--- src/rtl/stim_pkg.sv ---
// Shared types and default seeds for the xorshift128 stimulus generator.
package stim_pkg;

  localparam logic [31:0] DEF_SEED_X = 32'd123456789;
  localparam logic [31:0] DEF_SEED_Y = 32'd362436069;
  localparam logic [31:0] DEF_SEED_Z = 32'd521288629;
  localparam logic [31:0] DEF_SEED_W = 32'd1652613690;

  typedef enum logic [2:0] {
    IDLE = 3'd0,
    PAT0 = 3'd1,
    PAT1 = 3'd2,
    RUN  = 3'd3,
    DONE = 3'd4
  } state_e;

  // x occupies the top word so the packed vector reads {x, y, z, w}
  typedef struct packed {
    logic [31:0] x;
    logic [31:0] y;
    logic [31:0] z;
    logic [31:0] w;
  } prng_t;

endpackage

--- src/rtl/xorshift128_step.sv ---
// One combinational xorshift128 step (Marsaglia), all 32-bit modulo arithmetic.
module xorshift128_step
  import stim_pkg::*;
(
  input  prng_t state_i,
  output prng_t next_o
);

  logic [31:0] t_s;

  assign t_s      = state_i.x ^ (state_i.x << 11);
  assign next_o.x = state_i.y;
  assign next_o.y = state_i.z;
  assign next_o.z = state_i.w;
  assign next_o.w = state_i.w ^ (state_i.w >> 19) ^ t_s ^ (t_s >> 8);

endmodule

--- src/rtl/xorshift_stim_gen.sv ---
// Stimulus generator: all-zeros word, all-ones word, then `count` xorshift128
// words over a valid/ready handshake.
module xorshift_stim_gen
  import stim_pkg::*;
#(
  parameter int          OUT_W  = 4,
  parameter int          CNT_W  = 16,
  parameter logic [31:0] SEED_X = DEF_SEED_X,
  parameter logic [31:0] SEED_Y = DEF_SEED_Y,
  parameter logic [31:0] SEED_Z = DEF_SEED_Z,
  parameter logic [31:0] SEED_W = DEF_SEED_W
) (
  input  logic             clk,
  input  logic             rst_n,
  input  logic             start,
  input  logic [CNT_W-1:0] count,
  input  logic             out_ready,
  output logic             out_valid,
  output logic [OUT_W-1:0] out_data,
  output logic             out_last,
  output logic             busy,
  output logic             done,
  output logic [CNT_W-1:0] index
);

  localparam prng_t            SEED = '{x: SEED_X, y: SEED_Y, z: SEED_Z, w: SEED_W};
  localparam logic [CNT_W-1:0] ONE  = {{(CNT_W-1){1'b0}}, 1'b1};

  state_e           state_q;
  prng_t            prng_q;
  prng_t            prng_d;
  logic [CNT_W-1:0] cnt_q;
  logic [CNT_W-1:0] index_q;
  logic             out_valid_q;
  logic [OUT_W-1:0] out_data_q;
  logic             out_last_q;
  logic             busy_q;
  logic             done_q;

  logic             xfer_s;
  logic [127:0]     next_flat_s;
  logic [OUT_W-1:0] rand_word_s;
  logic [CNT_W-1:0] idx_inc_s;
  logic [CNT_W-1:0] cnt_m1_s;

  xorshift128_step u_step (
    .state_i (prng_q),
    .next_o  (prng_d)
  );

  assign xfer_s      = out_valid_q & out_ready;
  assign next_flat_s = prng_d;
  assign rand_word_s = next_flat_s[OUT_W-1:0];
  assign idx_inc_s   = index_q + ONE;
  assign cnt_m1_s    = cnt_q - ONE;

  // Sequencer: the PRNG and every output only move on a transfer or a start.
  always_ff @(posedge clk or negedge rst_n) begin
    if (!rst_n) begin
      state_q     <= IDLE;
      prng_q      <= SEED;
      cnt_q       <= '0;
      index_q     <= '0;
      out_valid_q <= 1'b0;
      out_data_q  <= '0;
      out_last_q  <= 1'b0;
      busy_q      <= 1'b0;
      done_q      <= 1'b0;
    end else begin
      case (state_q)
        IDLE, DONE: begin
          if (start) begin
            state_q     <= PAT0;
            prng_q      <= SEED;
            cnt_q       <= count;
            index_q     <= '0;
            out_valid_q <= 1'b1;
            out_data_q  <= '0;
            out_last_q  <= 1'b0;
            busy_q      <= 1'b1;
            done_q      <= 1'b0;
          end
        end
        PAT0: begin
          if (xfer_s) begin
            state_q    <= PAT1;
            out_data_q <= {OUT_W{1'b1}};
            out_last_q <= (cnt_q == '0);
          end
        end
        PAT1: begin
          if (xfer_s) begin
            if (cnt_q == '0) begin
              state_q     <= DONE;
              out_valid_q <= 1'b0;
              out_data_q  <= '0;
              out_last_q  <= 1'b0;
              busy_q      <= 1'b0;
              done_q      <= 1'b1;
            end else begin
              state_q    <= RUN;
              prng_q     <= prng_d;
              out_data_q <= rand_word_s;
              out_last_q <= (cnt_q == ONE);
            end
          end
        end
        RUN: begin
          // comparing against count-1 (never wrapping index) keeps count=max legal
          if (xfer_s) begin
            if (index_q == cnt_m1_s) begin
              state_q     <= DONE;
              out_valid_q <= 1'b0;
              out_data_q  <= '0;
              out_last_q  <= 1'b0;
              busy_q      <= 1'b0;
              done_q      <= 1'b1;
            end else begin
              prng_q     <= prng_d;
              index_q    <= idx_inc_s;
              out_data_q <= rand_word_s;
              out_last_q <= (idx_inc_s == cnt_m1_s);
            end
          end
        end
        default: begin
          state_q     <= IDLE;
          out_valid_q <= 1'b0;
          out_data_q  <= '0;
          out_last_q  <= 1'b0;
          busy_q      <= 1'b0;
          done_q      <= 1'b0;
        end
      endcase
    end
  end

  assign out_valid = out_valid_q;
  assign out_data  = out_data_q;
  assign out_last  = out_last_q;
  assign busy      = busy_q;
  assign done      = done_q;
  assign index     = index_q;

endmodule

--- config.mk ---
export PLATFORM = sky130hd
export DESIGN_NAME = xorshift_stim_gen
export DESIGN_NICKNAME = d
export VERILOG_FILES = /design/src/rtl/stim_pkg.sv /design/src/rtl/xorshift128_step.sv /design/src/rtl/xorshift_stim_gen.sv
export SDC_FILE = /design/constraint.sdc
export NUM_CORES = 1
export LEC_CHECK = 0
export BUFFER_PORTS_ARGS = -buffer_cell sky130_fd_sc_hd__buf_4
export CORE_MARGIN = 3
export CORE_UTILIZATION = 40
export CTS_BUF_LIST = sky130_fd_sc_hd__clkbuf_4
export DETAILED_ROUTE_END_ITERATION = 10
export SYNTH_ARGS = -nofsm -noshare
export SYNTH_HDL_FRONTEND = slang
export SYNTH_HIERARCHICAL = 1
export SYNTH_SLANG_ARGS = --single-unit
--- constraint.sdc ---
create_clock -name clk -period 4.2 [get_ports clk]
set_clock_uncertainty 0.15 [all_clocks]
set_input_delay 1.26 -clock clk [delete_from_list [all_inputs] [get_ports clk]]
set_output_delay 1.26 -clock clk [all_outputs]
set_load 0.02 [all_outputs]
---- Word-level counts from Yosys, hierarchy flattened ----
Cells that the tools add are included.
word-level totals
  flip-flop bits (word level) ............. 170
  bits in latches ......................... 0
  memory bits (writable) .................. 0
  memory bits (read-only) ................. 0
  bits of input ports ..................... 20
  output and inout port bits .............. 24
  logic and storage cells ................. 87
  memories ................................ 0
operators by class
  add/subtract/negate cells ............... 2
  multiply operators ...................... 0
  div/mod/pow operators ................... 0
  $lt $le $gt $ge ......................... 0
  equality and inequality tests ........... 15
  shift operators ......................... 0
  muxes and demuxes ....................... 42
  bitwise gates (word level) .............. 6
  reduce and logical (&&, ||, !) cells .... 11
operators with widths
  kind                                                                    number
  128-bit 2-to-1 mux                                                      5
  128-bit one-hot mux with 3 select lines                                 1
  32-bit XOR                                                              2
  16-bit 2-to-1 mux                                                       3
  16-bit equality test                                                    2
  16-bit one-hot mux with 2 select lines                                  1
  32-bit by 13-bit XOR with 32-bit output                                 1
  32-bit by 24-bit XOR with 32-bit output                                 1
  4-bit 2-to-1 mux                                                        6
  3-bit 2-to-1 mux                                                        6
  16-bit by 1-bit adder with 16-bit output, second input constant         1
  16-bit by 1-bit equality test with 1-bit output, second input constant  1
  16-bit logical NOT                                                      1
  2-bit inequality test, second input constant                            8
  4-bit one-hot mux with 4 select lines                                   1
  16-bit by 1-bit subtractor with 16-bit output, second input constant    1
  1-bit 2-to-1 mux                                                        15
  1-bit one-hot mux with 4 select lines                                   3
  3-bit one-hot mux with 4 select lines                                   1
  6-bit AND reduction                                                     2
  4-bit AND reduction                                                     2
  3-bit by 2-bit equality test with 1-bit output, second input constant   2
  5-bit AND reduction                                                     1
  3-bit by 1-bit equality test with 1-bit output, second input constant   1
  8 further kinds                                                         8

---- Longest topological paths before layout ----
  depth after elaboration ................. 6
  gate-level depth with buffers ........... 11

---- Cells and area by module ----
Netlist, hierarchy kept.
by module, submodules not included
  module             times used  cells each  area an instance (µm²)  sequential area each (µm²)
  xorshift_stim_gen  1           925         8957.3                  4330.4
  xorshift128_step   1           169         1651.6                  0.0

---- Worst setup path after synthesis ----
No wires, ideal clock.
  path kind ............................... register to register
  start ................................... reg cnt_q[0]
  end ..................................... reg prng_q[101] (netlist name)
  data arrival time ....................... 2.884 ns
  data required time ...................... 3.930 ns
  path slack .............................. 1.047 ns
  stages on the path, launching flop included .. 12
  cell sequence ........................... dfrtp_1 inv_1 ha_1 nor2b_1 nand3b_1 xnor2_1 or4b_4 o41ai_2 buf_4 buf_6 a21oi_1 a31o_1
between the ends
  word-level cells in the longest chain between the ends .. 4
RTL lines
  element                                        line                      RTL
  from (decl)                                    xorshift_stim_gen.sv:32   logic [CNT_W-1:0] cnt_q;
  from (signal assigned)                         xorshift_stim_gen.sv:75   cnt_q <= count;
  16-bit by 1-bit subtractor with 16-bit output  xorshift_stim_gen.sv:55   assign cnt_m1_s = cnt_q - ONE;
  16-bit equality test                           xorshift_stim_gen.sv:111  if (index_q == cnt_m1_s) begin
  2-bit inequality test (no source line)         --
  6-bit AND reduction (no source line) *         --
  to (signal assigned)                           xorshift_stim_gen.sv:102  prng_q <= prng_d;
  to (signal assigned)                           xorshift_stim_gen.sv:119  prng_q <= prng_d;
  to (decl)                                      xorshift_stim_gen.sv:30   prng_t prng_q;
Every way passes the cells marked *; elsewhere a longest branch is shown, timed or not.
A chain may end at the register's enable or synchronous reset.

---- Final worst setup path ----
  start ................................... reg cnt_q[0]
  end ..................................... reg prng_q[2] (netlist name)
Same word-level chain as after synthesis.

==> metrics.log <==
INFO  metric avgSynthCellArea = 9.697 sq um
INFO  metric final_sum_of_negative_setup_slack = 0 ns
INFO  metric post-dp-hpwl = 13.86 mm
INFO  metric yosys_most_used_dff = sky130_fd_sc_hd__dfrtp_1
INFO  metric syn-cell-area = 0.01061 sq mm
INFO  metric post_cts_resized = 0
INFO  metric layout_commonest_cell = sky130_fd_sc_hd__dfrtp_1
INFO  metric detailedRoute.firstIterationViolations = 617
INFO  metric maximum_clock_path_buffer_count = 2
INFO  metric synth_sequential_area_ratio = 0.4082
INFO  metric achievable-frequency = 285.2 MHz
INFO  metric worstSkewPairLatency = 0.57 ns
INFO  metric groute.usage.overall = 0.1719
INFO  metric vdd.ir_drop.worst = 0.8058 mV
INFO  metric overflow = 0
INFO  metric chipWidth = 168.9 um
INFO  metric criticalPathCategory = flop to flop
INFO  metric drive_gt1_frac = 0.2060
INFO  metric setup.worst_path.end_class = flop
INFO  metric areaGrowthSynthToFinish = 1.380%
INFO  metric cp.arrival = 3.82 ns
INFO  metric post_synth_and_or_nand_nor_area_fraction = 0.1428
INFO  metric ys_types = 58
INFO  metric layout.cell_area.non_filler = 0.01076 sq mm
INFO  metric finalCritPeriodShare = 0.8347
INFO  metric die-area = 0.02851 sq mm
INFO  metric maxSlewHeadroom = 0.4137
INFO  metric synth_adder_area_share = 0.003538
INFO  metric ctsHoldBuffers = 0
INFO  metric power-per-cell-area = 887.6 mW/mm^2
INFO  metric cts.sink_count = 170
INFO  metric cts_h_tree_depth = 4
INFO  metric coreArea = 0.02562 sq mm
INFO  metric placement.cell_area = 0.01049 sq mm
INFO  metric critPathMaxFanout = 66
INFO  metric row_count = 58
INFO  metric totalWireLength = 24.27 mm
INFO  metric final_setup_violating_endpoints = 0
INFO  metric fillCellCount = 2511
INFO  metric wl_per_cell = 18.24 um
INFO  metric worst_pin_slew = 0.8773 ns
INFO  metric tritoncts = built
INFO  metric mostFrequentLayoutCells = sky130_fd_sc_hd__dfrtp_1 (109), sky130_fd_sc_hd__nand3_1 (88), sky130_fd_sc_hd__a21oi_1 (72)
INFO  metric p_seq_frac = 0.326
INFO  metric intPower = 5.229 mW
INFO  metric buffer_ports.inserted = 43
INFO  metric xor_xnor_share_of_the_synthesized_area = 0.1265
INFO  metric total_switching_power = 4.317 mW
INFO  metric crit_start_category = flop
INFO  metric route.antenna.remaining_nets = 0
INFO  metric synth_enable_flop_cells = 0
INFO  metric clkSlewWorstSetupHoldPaths = 0.15 ns
INFO  metric gate_count_post_synth = 1094
INFO  metric nets = 1010
INFO  metric route.detailed.vias_per_inst = 5.800
INFO  metric routed-via-count = 7720
INFO  metric remaining_drc_errors = 0
INFO  metric unrepaired_setup_endpoints_after_global_routing = false
INFO  metric drt_first_pass_iters = 5
INFO  metric cts_setup_buffers = 0
INFO  metric start_util = 0.4141
INFO  metric grt_start_max_net_pins = 76
INFO  metric multiplexer_fraction_of_the_synthesized_cell_area = 0.01250
INFO  metric cts_buffers = 17
INFO  metric sw_frac_of_total = 0.4522
INFO  metric vias_in_the_first_global_route = 7584
INFO  metric synth-compound-area-share = 0.1922
INFO  metric synth_top_family_by_area = compound AO/OA/AOI/OAI gates
INFO  metric power_leakage = 4.426 nW
INFO  metric cp_data_required_time = 4.51 ns
INFO  metric worst_r2r_path_depth = 11
INFO  metric share_of_power_burned_in_the_clock_network = 0.098
INFO  metric outcome = finished, final reports clean
INFO  metric routabilityCongestion = 0.8445
INFO  metric ios = 44
INFO  metric post_syn_nets = 1117
INFO  metric cap_violations = 0
INFO  metric min_path_cells = 1
INFO  metric synth-seq-cells = 170
INFO  metric holdCritPathClass = flop to flop
INFO  metric ys_warn_count = 6
INFO  metric clk_root_buffer_cell = sky130_fd_sc_hd__clkbuf_4
INFO  metric ys_async_sr_fraction = 1.000
INFO  metric initial_antenna_violation_count = 1
INFO  metric finalMaxSlewViolations = 0
INFO  metric wire_length_of_the_first_global_routing_pass = 40.53 mm
INFO  metric period_needed = 3.506 ns
INFO  metric share_comb_of_total_power = 0.576
INFO  metric final_hold_viol_count = 0
INFO  metric die_y = 168.9 um
per-layer routing:
| metal | share of wire | GRT usage | wire (um) | vias up |
|---|---|---|---|---|
| met5 | 0 | 0 | 0 | - |
| met1 | 0.49 | 0.2487 | 11890 | 3944 |
| met2 | 0.46 | 0.2697 | 11260 | 129 |
| met4 | 0.012 | 0.03557 | 293 | 0 |
| li1 | - | - | - | 3633 |
| met3 | 0.034 | 0.03363 | 825 | 14 |
cell families after synthesis:
group | count (synthesis)
simple gates | 298
compound gates | 293
fa+ha+maj | 3
flops | 170
mux | 13
buf+inv | 197
xor+xnor | 120
worst max-delay path: stages (launching register included):
cell	delay [ns]
sky130_fd_sc_hd__dfrtp_1	0.47
sky130_fd_sc_hd__inv_1	0.10
sky130_fd_sc_hd__ha_1	0.28
sky130_fd_sc_hd__nor2b_1	0.17
sky130_fd_sc_hd__buf_4	0.17
sky130_fd_sc_hd__nand4b_1	0.12
sky130_fd_sc_hd__xnor2_1	0.21
sky130_fd_sc_hd__or4b_4	0.53
sky130_fd_sc_hd__o41ai_4	0.39
sky130_fd_sc_hd__buf_12	0.29
sky130_fd_sc_hd__a21oi_1	0.15
sky130_fd_sc_hd__a32o_1	0.25
registers in the layout, summed over array words and instances, names as in the netlist:
| signal | cells |
|---|---|
| cnt_q | 16 |
| busy | 1 |
| out_last | 1 |
| prng_q | 128 |
| state_q | 3 |
| out_data | 4 |
| done | 1 |
| index | 16 |
power groups by stage:
stage / clock network [mW] / registers, mW / logic (mW)
floorplan: 0 / 2.98 / 4.91
global placement: 0 / 3.13 / 5.45
detailed placement: 0 / 3.14 / 5.51
CTS: 0.975 / 3.11 / 5.53
global route: 1.04 / 3.21 / 6.07
finish: 0.938 / 3.11 / 5.50
path summary, 6_finish.rpt:
path	start	endpoint	slack [ns]
max in group asynchronous	rst_n	prng_q[76]	2.35
min in group asynchronous	rst_n	prng_q[94]	0.52
worst min register to register	done	done	0.36
worst min-delay path	done	done	0.36
worst max-delay path	cnt_q[0]	prng_q[2]	0.69
worst max register to register	cnt_q[0]	prng_q[2]	0.69
synthesized netlist by cell type, drive strengths merged, types with 6 or more instances:
| master | number | area [sq um] |
|---|---|---|
| nor3 | 73 | 381.6 |
| nand2 | 71 | 266.5 |
| o21ai | 67 | 335.3 |
| o31a | 62 | 543.0 |
| mux2i | 11 | 110.1 |
| a31o | 65 | 569.3 |
| xnor3 | 19 | 427.9 |
| nor2 | 16 | 60.06 |
| dfrtp | 109 | 2728 |
| nand4 | 6 | 37.54 |
| dfstp | 61 | 1603 |
| clkbuf | 65 | 244.0 |
| xnor2 | 64 | 560.5 |
| a21oi | 75 | 379.1 |
| buf | 127 | 948.4 |
| nand3 | 88 | 440.4 |
| nand2b | 6 | 37.54 |
| nor4 | 9 | 77.57 |
| xor2 | 35 | 306.5 |
metrics by stage:
step / hold WS (ns) / power (mW) / setup slack, ns / cells / utilization
3_3_place_gp: 0.3325 / 8.575 / 0.7946 / 1298 / 0.4094
5_1_grt: 0.3903 / 10.32 / 0.4936 / 1331 / 0.4199
4_1_cts: 0.3679 / 9.612 / 0.7343 / 1330 / 0.4198
2_1_floorplan: 0.3237 / 7.893 / 1.047 / 1094 / -
3_5_place_dp: 0.3325 / 8.653 / 0.7798 / 1298 / 0.4094
6_report: 0.3599 / 9.547 / 0.6943 / 1331 / 0.4199
area by class of cell:
| cell class | instances | area [sq um] | area share |
|---|---|---|---|
| antenna | 1 | 2.502 | 0.0002327 |
| clock buffer | 17 | 127.6 | 0.01187 |
| clock inverter | 15 | 137.6 | 0.01280 |
| inverter | 5 | 18.77 | 0.001745 |
| multi-input combinational | 727 | 5151 | 0.4789 |
| sequential | 170 | 4330 | 0.4026 |
| tap | 330 | 412.9 | 0.03839 |
| timing repair buffer | 66 | 574.3 | 0.05340 |
No activity file was read; power rests on OpenSTA's default activity.
